[src/rtl/wb_stage.sv]
// -----------------------------------------------------------------------------
// wb_stage
//   Memory / writeback stage of the 3-stage pipeline. Completes data-memory
//   accesses issued from the execute-stage register, aligns and extends load
//   data, builds store strobes and lane-replicated store data, drives the
//   register-file write port and counts retired instructions. A small FSM
//   tracks outstanding loads/stores and abandons them after MEM_TIMEOUT wait
//   cycles, raising a sticky bus_error.
//
// Optional feature macro: WB_MISALIGN_CHECK_EN
//   When defined, misaligned halfword/word accesses abort immediately
//   (no memory request, no register write, no stall, bus_error set).
//
// Parameters
//   MEM_TIMEOUT     : wait cycles before an access is abandoned (1..255)
// Ports
//   clk, reset      : clock, asynchronous active-low reset
//   wb_result       : ALU result or store data
//   wb_mem_write    : instruction is a store
//   wb_alu_to_reg   : instruction writes its destination register
//   wb_mem_to_reg   : instruction is a load
//   wb_dest_reg_sel : destination register index
//   wb_read_address : access address bits [1:0]
//   mem_alu_operation : funct3 width code (0 B, 1 H, 2 W, 4 BU, 5 HU)
//   dmem_rdata/dmem_rvalid : load data and its valid
//   dmem_wready     : memory accepts the store this cycle
//   dmem_wvalid/dmem_wdata/dmem_wstrb : store request
//   rf_we/rf_waddr/rf_wdata : register-file write port
//   stall_read      : hold the execute-to-writeback register
//   instret         : retired-instruction counter
//   bus_error       : sticky timeout / misalignment flag
// -----------------------------------------------------------------------------
module wb_stage #(
  parameter int unsigned MEM_TIMEOUT = 16
) (
  input  logic        clk,
  input  logic        reset,
  input  logic [31:0] wb_result,
  input  logic        wb_mem_write,
  input  logic        wb_alu_to_reg,
  input  logic        wb_mem_to_reg,
  input  logic [4:0]  wb_dest_reg_sel,
  input  logic [1:0]  wb_read_address,
  input  logic [2:0]  mem_alu_operation,
  input  logic [31:0] dmem_rdata,
  input  logic        dmem_rvalid,
  input  logic        dmem_wready,
  output logic        dmem_wvalid,
  output logic [31:0] dmem_wdata,
  output logic [3:0]  dmem_wstrb,
  output logic        rf_we,
  output logic [4:0]  rf_waddr,
  output logic [31:0] rf_wdata,
  output logic        stall_read,
  output logic [63:0] instret,
  output logic        bus_error
);

  localparam logic [7:0] TIMEOUT_C = 8'(MEM_TIMEOUT);

  typedef enum logic [1:0] {
    ST_IDLE       = 2'd0,
    ST_LOAD_WAIT  = 2'd1,
    ST_STORE_WAIT = 2'd2
  } state_e;

  typedef enum logic [1:0] {
    SZ_BYTE = 2'd0,
    SZ_HALF = 2'd1,
    SZ_WORD = 2'd2
  } size_e;

  state_e      state_r;
  logic [7:0]  wait_cnt_r;
  logic [63:0] instret_r;
  logic        bus_error_r;

  logic        is_load_s;
  logic        is_store_s;
  logic        is_bubble_s;
  size_e       size_s;
  logic        misalign_s;
  logic        timeout_s;
  logic        abort_s;
  logic        access_done_s;
  logic        retire_s;
  logic [7:0]  load_byte_s;
  logic [15:0] load_half_s;
  logic [31:0] load_data_s;

  // Decode the instruction class, access size and abort conditions.
  always_comb begin
    is_load_s   = wb_mem_to_reg;
    // A load flagged together with a store wins; the store is dropped.
    is_store_s  = wb_mem_write & ~wb_mem_to_reg;
    is_bubble_s = ~(wb_mem_write | wb_alu_to_reg | wb_mem_to_reg);

    case (mem_alu_operation)
      3'd0, 3'd4: size_s = SZ_BYTE;
      3'd1, 3'd5: size_s = SZ_HALF;
      default:    size_s = SZ_WORD;
    endcase

`ifdef WB_MISALIGN_CHECK_EN
    if ((is_load_s | is_store_s) && (state_r == ST_IDLE)) begin
      misalign_s = ((size_s == SZ_HALF) && wb_read_address[0]) ||
                   ((size_s == SZ_WORD) && (wb_read_address != 2'd0));
    end else begin
      misalign_s = 1'b0;
    end
`else
    misalign_s = 1'b0;
`endif

    timeout_s = (state_r != ST_IDLE) && (wait_cnt_r == TIMEOUT_C);
    abort_s   = timeout_s | misalign_s;

    if (is_load_s) begin
      access_done_s = dmem_rvalid;
    end else if (is_store_s) begin
      access_done_s = dmem_wready;
    end else begin
      access_done_s = 1'b1;
    end

    // Aborted accesses still retire so the pipeline keeps moving.
    retire_s = ~is_bubble_s & (access_done_s | abort_s);
  end

  // Select and extend load data from the returned word.
  always_comb begin
    case (wb_read_address)
      2'd0:    load_byte_s = dmem_rdata[7:0];
      2'd1:    load_byte_s = dmem_rdata[15:8];
      2'd2:    load_byte_s = dmem_rdata[23:16];
      2'd3:    load_byte_s = dmem_rdata[31:24];
      default: load_byte_s = dmem_rdata[7:0];
    endcase

    if (wb_read_address[1]) begin
      load_half_s = dmem_rdata[31:16];
    end else begin
      load_half_s = dmem_rdata[15:0];
    end

    case (mem_alu_operation)
      3'd0:    load_data_s = {{24{load_byte_s[7]}}, load_byte_s};
      3'd1:    load_data_s = {{16{load_half_s[15]}}, load_half_s};
      3'd4:    load_data_s = {24'h000000, load_byte_s};
      3'd5:    load_data_s = {16'h0000, load_half_s};
      default: load_data_s = dmem_rdata;
    endcase
  end

  // Store request: replicated data, byte strobes and request valid.
  always_comb begin
    case (size_s)
      SZ_BYTE: begin
        dmem_wdata = {4{wb_result[7:0]}};
        dmem_wstrb = 4'b0001 << wb_read_address;
      end
      SZ_HALF: begin
        dmem_wdata = {2{wb_result[15:0]}};
        if (wb_read_address[1]) begin
          dmem_wstrb = 4'b1100;
        end else begin
          dmem_wstrb = 4'b0011;
        end
      end
      default: begin
        dmem_wdata = wb_result;
        dmem_wstrb = 4'hF;
      end
    endcase

    if ((state_r == ST_IDLE) || (state_r == ST_STORE_WAIT)) begin
      dmem_wvalid = is_store_s & ~abort_s;
    end else begin
      dmem_wvalid = 1'b0;
    end
  end

  // Register-file write port and pipeline stall.
  always_comb begin
    rf_waddr = wb_dest_reg_sel;

    if (wb_mem_to_reg) begin
      rf_wdata = load_data_s;
    end else begin
      rf_wdata = wb_result;
    end

    rf_we = wb_alu_to_reg & (wb_dest_reg_sel != 5'd0) &
            (~is_load_s | dmem_rvalid) & ~abort_s;

    // Dropping the stall on the handshake cycle lets the register advance
    // at the next edge, so the completed instruction is never replayed.
    stall_read = ~abort_s & ((is_load_s & ~dmem_rvalid) |
                             (is_store_s & ~dmem_wready));
  end

  // Access FSM, wait counter, retire counter and sticky error flag.
  always_ff @(posedge clk or negedge reset) begin
    if (!reset) begin
      state_r     <= ST_IDLE;
      wait_cnt_r  <= 8'd0;
      instret_r   <= 64'd0;
      bus_error_r <= 1'b0;
    end else begin
      if (retire_s) begin
        instret_r <= instret_r + 64'd1;
      end else begin
        instret_r <= instret_r;
      end

      if (abort_s) begin
        bus_error_r <= 1'b1;
      end else begin
        bus_error_r <= bus_error_r;
      end

      if (abort_s) begin
        state_r    <= ST_IDLE;
        wait_cnt_r <= 8'd0;
      end else begin
        case (state_r)
          ST_IDLE: begin
            // The first stalled cycle is counted on entry to a wait state,
            // so the counter equals the number of stall cycles seen so far.
            if (is_load_s && !dmem_rvalid) begin
              state_r    <= ST_LOAD_WAIT;
              wait_cnt_r <= 8'd1;
            end else if (is_store_s && !dmem_wready) begin
              state_r    <= ST_STORE_WAIT;
              wait_cnt_r <= 8'd1;
            end else begin
              state_r    <= ST_IDLE;
              wait_cnt_r <= 8'd0;
            end
          end
          ST_LOAD_WAIT: begin
            if (!is_load_s || dmem_rvalid) begin
              state_r    <= ST_IDLE;
              wait_cnt_r <= 8'd0;
            end else begin
              state_r    <= ST_LOAD_WAIT;
              wait_cnt_r <= (wait_cnt_r == 8'hFF) ? wait_cnt_r : wait_cnt_r + 8'd1;
            end
          end
          ST_STORE_WAIT: begin
            if (!is_store_s || dmem_wready) begin
              state_r    <= ST_IDLE;
              wait_cnt_r <= 8'd0;
            end else begin
              state_r    <= ST_STORE_WAIT;
              wait_cnt_r <= (wait_cnt_r == 8'hFF) ? wait_cnt_r : wait_cnt_r + 8'd1;
            end
          end
          default: begin
            state_r    <= ST_IDLE;
            wait_cnt_r <= 8'd0;
          end
        endcase
      end
    end
  end

  assign instret   = instret_r;
  assign bus_error = bus_error_r;

endmodule
[config.mk]
export PLATFORM = sky130hd
export DESIGN_NAME = wb_stage
export DESIGN_NICKNAME = d
export VERILOG_FILES = /design/src/rtl/wb_stage.sv
export SDC_FILE = /design/constraint.sdc
export NUM_CORES = 1
export LEC_CHECK = 0
export ABC_AREA = 1
export CAP_MARGIN = 20
export CORE_ASPECT_RATIO = 2
export CORE_MARGIN = 5
export CORE_UTILIZATION = 47
export CTS_CLUSTER_SIZE = 28
export DETAILED_ROUTE_END_ITERATION = 10
export GPL_TIMING_DRIVEN = 0
export PLACE_DENSITY = 0.82
export SYNTH_ARGS = -nofsm -noshare
export SYNTH_HDL_FRONTEND = slang
export SYNTH_SLANG_ARGS = --single-unit
[constraint.sdc]
create_clock -name clk -period 1.99 [get_ports clk]
set_clock_uncertainty 0.1 [all_clocks]
set_input_delay 0.398 -clock clk [delete_from_list [all_inputs] [get_ports clk]]
set_output_delay 0.398 -clock clk [all_outputs]
set_load 0.05 [all_outputs]
==> impl_results.md <==
* Result of the run: complete, but fails checks
* Violations in the final reports: setup timing
* TritonCTS clock tree: done
* Sw frac at 47.0%
* DR pass1 iterations at 9
* Distinct cells, synth at 40
* Global Route Usage Sum at 40.2%
* Total vias in the final route at 9,306
* Count of state elements after synthesis at 75
* Aggregate global routing overflow at 0
* Hold path cells at 1
* Post-synthesis sequential area ratio at 28.9%
* Class of the tightest hold or removal check: flop to flop
* Placed wire-length estimate after detailed placement at 25,300 µm
* Area delta synth->final at 66.9%
* RePlAce Congestion at 1.05
* Worst Setup Start Kind: input pin
* Die Width at 93.2 µm
* Pins over their slew limit at 0
* Flop pwr share at 27.8%
* Max clock buf depth at 2
* Vias per cell at 6.04
* Port bufs at 220
* Maximum number of pins on one net before global-route repair at 43
* Cell Rows at 60
* Count of final hold-check violations at 0
* Maximum ir drop on the vdd rail at 0.000483 V
* Total power per unit cell area at 705 nW/µm²
* Leakage component of the power at 4.95 nW
* Initial drt markers at 825
* WP data required at 1.49 ns
* Final net count at 1,465
* Root buffer cell: sky130_fd_sc_hd__clkbuf_16
* Least-Margin Pin Slew at 0.584 ns
* Cell count after placement at 1,468
* Setup slack after layout at -0.360 ns
* CTS HTree Levels at 3
* Unrepaired setup endpoints after global routing: yes
* Area taken by flip-flops and latches at 1890 µm²
* Average routed wire per standard cell at 23.6 µm
* Core area at 13,500 µm²
* Chip height at 176 µm
* Pre-CTS worst setup slack at -1.73 ns
* Layout cell share with drive strength beyond 1 at 29.2%
* Global-route wire length before repair at 49,500 µm
* Highest fanout seen on the critical path at 2
* Crit path capture type: output pin
* Worst endpoint data arrival time at 1.85 ns
* Part of the cycle the worst path needs at 118%
* Clock latency of the later-clocked register in the worst-skew pair at 0.35 ns
* Number of CTS-inserted buffers at 9
* Number of remaining DRC errors at 0
* Slew margin rel. at 61.2%
* Minimum period implied by the final worst setup slack at 2.35 ns
* CP Class: input pin to output pin
* Clock transition at the registers of the reported paths at 0.07 ns
* Total of max-cap violations at 0
* Share of power burned in the clock network at 24.0%
* Net switching power at 0.00359 W
* Die area at 16,400 µm²
* Boundary Pins at 222
* Sequence of cells on the critical path: clkdlybuf4s50_1, a21oi_1, nand3_4, nand2_4, clkinvlp_4, buf_8
* Slowest Stage Delay on Critical Path at 0.52 ns
* Combinational share of power at 48.2%
* Count of endpoints failing setup in the final report at 40
* Average footprint of a synthesized cell at 5.95 µm²
* Number of nets produced by synthesis at 1,176
* Vias in the first global route at 9,162
* Yosys warns at 0
* Cell with the largest stage delay on the worst path: sky130_fd_sc_hd__clkdlybuf4s50_1
* Final routed wirelength across all metal layers at 36,400 µm
* Total internal power at 0.00406 W
* Total area of multi-input combinational cells at 4750 µm²
* Layout fillers at 947
* Synth Cell Area at 6500 µm²
* Cell Count, Final, Fillers Out at 1,542
* Gate count of the mapped netlist at 1,092
* Initial cell density of the core at 48.1%
* Depth of the worst register-to-register path at 13
* Antenna violations before repair at 1
* CTS Sinks at 75
* Maximum frequency from static timing analysis at 426 MHz
* Remaining antenna violation count at 0
==> final cells by class <==
| cell class | instances | area share, % |
|---|---|---|
| sequential | 75 | 17.4 |
| buffer | 44 | 4.52 |
| clock buffer | 9 | 2.08 |
| antenna | 1 | 0.0231 |
| inverter | 119 | 4.88 |
| multi-input combinational | 854 | 43.8 |
| clock inverter | 7 | 0.911 |
| tap | 155 | 1.79 |
| timing repair buffer | 278 | 24.7 |
==> logic make-up (layout without fill, tap and decap cells) <==
family	after synthesis	after routing	share of synthesized area [%]
AO/OA/AOI/OAI	154	154	13.0
flip-flops	75	75	28.9
AND/OR/NAND/NOR	668	668	42.5
other	0	1	0
buffers and inverters	163	457	11.2
XOR/XNOR	29	29	3.91
adder cells (fa/ha/maj)	3	3	0.577
==> Yosys cell counts (all sizes together) <==
library cell	instances	share of area (%)
nor4	1	0.096
a2111oi	1	0.13
xnor2	5	0.67
xor2	24	3.2
o211ai	3	0.35
o221ai	5	0.67
dfrtp	75	29
nor2	155	9.6
a21oi	40	3.3
inv	119	6.9
nand3b	6	0.69
nor3b	1	0.19
nor3	7	0.77
o31ai	1	0.12
a22oi	7	0.81
or2	14	1.4
nand4	17	1.6
o21ai	95	7.4
o21bai	1	0.12
ha	3	0.58
nand3	44	3.4
buf	32	3.6
nand2	423	25
clkbuf	12	0.69
a31oi	1	0.096
==> per-stage QoR <==
stage / TNS [ns] / utilization (%) / area, µm² / hold slack (ns) / total power [W]
5_1_grt: -9.71 / 80.3 / 10900 / 0.448 / 0.00790
3_5_place_dp: -122.07 / 69.0 / 9330 / 0.282 / 0.00552
4_1_cts: -2.99 / 76.9 / 10400 / 0.391 / 0.00733
3_3_place_gp: -291.11 / 68.9 / 9300 / 0.379 / 0.00547
6_report: -6.58 / 80.3 / 10900 / 0.421 / 0.00765
2_1_floorplan: -5.41 / - / 6910 / 0.00241 / 0.00422
==> flip-flops by register name, summed over array words and instances (netlist names) <==
name	count
instret	64
state_r	2
wait_cnt_r	8
bus_error	1
==> worst max-delay path: cells and delay by family <==
kind	cells	cell delay [ns]
compound gates	1	0.41
simple gates	2	0.26
buf+inv	3	0.78
==> metal layers <==
metal,up-vias,share of wire (%),global-route usage (%)
met5,-,0,0
met4,0,14,39.6
met3,331,8.9,8.36
met2,734,50,74.4
met1,4229,28,33.5
li1,4012,-,-
==> power groups by stage <==
| stage | clock network (W) | registers [W] | logic, W |
|---|---|---|---|
| finish | 0.00184 | 0.00213 | 0.00368 |
| global route | 0.00189 | 0.00216 | 0.00385 |
| CTS | 0.00182 | 0.00210 | 0.00342 |
| detailed placement | 0 | 0.00214 | 0.00338 |
| global placement | 0 | 0.00213 | 0.00333 |
| floorplan | 0 | 0.00282 | 0.00140 |
==> worst paths after layout <==
path / from / end / slack, ns
worst max-delay path: dmem_rdata[20] / rf_wdata[20] / -0.36
worst min-delay path: bus_error / bus_error / 0.42
worst max register to register: wait_cnt_r[7] / instret[15] / -0.01
worst min register to register: bus_error / bus_error / 0.42
max in group asynchronous: reset / instret[45] / 0.72
min in group asynchronous: reset / instret[18] / 0.46
==> placed cells by master, fill, tap and decap left out, types with 29 or more instances in the layout <==
master | synthesis | final
sky130_fd_sc_hd__dfrtp_1 | 75 | 66
sky130_fd_sc_hd__nand3_1 | 44 | 29
sky130_fd_sc_hd__dlygate4sd2_1 | 0 | 82
sky130_fd_sc_hd__o21ai_1 | 13 | 30
sky130_fd_sc_hd__clkdlybuf4s50_1 | 0 | 53
sky130_fd_sc_hd__nand2_1 | 418 | 381
sky130_fd_sc_hd__o21ai_0 | 81 | 50
sky130_fd_sc_hd__buf_6 | 4 | 32
sky130_fd_sc_hd__a21oi_1 | 38 | 29
sky130_fd_sc_hd__inv_1 | 108 | 88
sky130_fd_sc_hd__buf_4 | 20 | 74
sky130_fd_sc_hd__nor2_1 | 143 | 109
==> what timing repair did <==
item | 4_1_cts | 5_1_grt
hold endpoints to repair | 33 | 0
endpoints found under the setup margin | 188 | 113
hold buffers | 1 | 0
resized for setup | 682 | 127
pin swaps | 37 | 17
setup buffers | 38 | 15
gates cloned | 4 | 2
Note: power is estimated with default switching activity, not from simulation.
==> variant: new RTL, same settings <==
Build with the macro `WB_MISALIGN_CHECK_EN` defined.
--- a/src/rtl/wb_stage.sv
+++ b/src/rtl/wb_stage.sv
@@ -32,2 +32,4 @@
 // -----------------------------------------------------------------------------
+`define WB_MISALIGN_CHECK_EN
+
 module wb_stage #(
Behaviour: not the same (a bounded check fails within 4 cycles, from zero or initial values and one cycle with reset low).
==> variant against the unedited design <==
The run still ends with setup timing left; total power increased by 10%; wire length decreased by 0.97%; worst hold slack got worse by 0.064 ns; final area increased by 4.5%; sequential cell count unchanged; area after synthesis increased by 1.8%; worst setup slack improved by 0.010 ns; largest power group unchanged.
==> variant: results (changes against the unedited design) <==
metric,value,unit,change
outcome,"complete, but fails checks",,
violations,setup timing,,
crit_fanout,3,,+1
track_usage,39.2,%,-1.1 points
reg2reg_depth,8,,-5
finalSetupViolCount,107,,+170%
largest_reg_flops,64,,unchanged
relSlewSlack,56.2,%,-5.0 points
avgRoutedWirePerCell,22.7,um,-3.8%
portBuffers,219,,-0.45%
antenna_cells,0,,-1
clk_pin_slew,0.07,ns,about the same
yosys_warnings,0,,unchanged
vias_per_cell,5.87,,-2.7%
synth_area_leaders,"dfrtp_1 28%, nand2_1 23%, nor2_1 8.5%",,
grt_pass1_vias,9094,,-0.74%
p_leak,0.00525,uW,+6.0%
clock_latency,0.35,ns,about the same
setup_ws,-0.349,ns,+0.0102 ns
hpwl,25500,um,+0.68%
drt_iter0_markers,777,,-5.8%
synth_fp_nets,1187,,+0.94%
grt_use_met2,73.7,%,-0.73 points
synth_cell_types,39,,-2.5%
cts_buffer_depth,2,,unchanged
synth_common_cells,"406 x nand2_1, 150 x nor2_1, 108 x inv_1",,
final_nets,1478,,+0.89%
antenna_found_initial,0,,-1
cts_buffers,9,,unchanged
htree_levels,3,,unchanged
root_buffer,clkbuf_16,,
syn_area_per_cell,6.00,um2,+0.74%
final_cells,1588,,+3.0%
synth-async-reset-ratio,100,%,unchanged
grt_max_degree,40,,-7.0%
grt_pass1_wl,48500,um,-1.9%
hold_class,in2reg,,
yosysSeqAreaShare,28.4,%,-0.50 points
drt-pass1-iter-count,6,,-3
place_congestion,1.03,,-2.1%
cp.arrival,2.47,ns,+0.62 ns
met3_usage,9.08,%,+0.72 points
hold_depth,4,,+3
use_met1,32.0,%,-1.5 points
layout-drive-gt1-share,34.0,%,+4.8 points
irDropWorstVdd,0.000585,V,+21%
==> variant: cell types whose count changed after synthesis, sizes merged, moves of 5 or more <==
cell | before | now
nand3 | 44 | 51
o21ai | 95 | 106
or2 | 14 | 1
a21oi | 40 | 35
o221ai | 5 | 0
nor2 | 155 | 168
xor2 | 24 | 18
==> variant: repair_timing <==
item | CTS | global route
hold buffers | 1 | 0
endpoints found under the hold margin | 36 | 0
resized for setup | 634 | 270
pin swaps | 24 | 60
endpoints found under the setup margin | 205 | 120
setup buffers | 25 | 22
cloned | 2 | 12
==> variant: final timing paths <==
path | start | to | slack (ns)
hold / removal | wb_mem_to_reg | state_r[1] | 0.36
hold reg to reg | bus_error | bus_error | 0.40
setup / recovery | instret[0] | instret[37] | -0.35
setup reg to reg | instret[0] | instret[37] | -0.35
min in group asynchronous | reset | instret[29] | 0.45
max in group asynchronous | reset | instret[16] | 0.71
==> variant: stage by stage <==
| step | cell area [um2] | power [uW] | setup slack, ns | setup TNS [ns] | hold WS [ns] |
|---|---|---|---|---|---|
| 3_5_place_dp | 9280 | 5620 | -1.62 | -119.14 | 0.291 |
| 2_1_floorplan | 6830 | 4280 | -0.360 | -1.52 | 0.00241 |
| 6_report | 11300 | 8440 | -0.349 | -13.28 | 0.357 |
| 4_1_cts | 10200 | 7720 | -0.199 | -4.64 | 0.330 |
| 3_3_place_gp | 9260 | 5580 | -2.62 | -290.29 | 0.355 |
| 5_1_grt | 11300 | 8670 | -0.307 | -20.62 | 0.356 |
==> variant: metal layers <==
metal / part of all wire [%] / vias to the layer above
met5: 0 / -
met4: 12 / 0
met3: 8.9 / 298
met2: 51 / 684
met1: 28 / 4266
li1: - / 4077
==> variant: power by group <==
part           total [uW]  leakage [uW]  switching, uW  internal, uW
clock network        2110      0.000182            743          1370
logic                4160       0.00405           2730          1430
registers            2160       0.00102            405          1760
==> variant: final cells by class <==
class / instances / area, um2
Clock inverter: 7 / 149
Buffer: 47 / 495
Timing Repair Buffer: 279 / 2900
Sequential cell: 75 / 1880
Fill cell: 952 / 2550
Timing Repair inverter: 1 / 16.3
Inverter: 118 / 470
Clock buffer: 9 / 225
Multi-Input combinational cell: 863 / 4960
Tap cell: 189 / 236
==> variant: kinds of logic (layout without fill, tap and decap cells) <==
kind of cell,count (synthesis),count (layout),share of synthesized area [%]
fa+ha+maj,3,3,0.567
compound gates,164,164,13.6
xor+xnor,24,24,3.18
buf+inv,165,461,11.8
simple gates,672,672,42.4
flops,75,75,28.4
==> variant: critical path, cell delays in order, from the launching register on <==
cell,delay [ns]
dfrtp_2,0.49
buf_4,0.20
nand3_2,0.12
nor2_1,0.32
nand3_1,0.39
nor2_1,0.22
nand3_1,0.15
o21ai_2,0.17
nand2_1,0.07
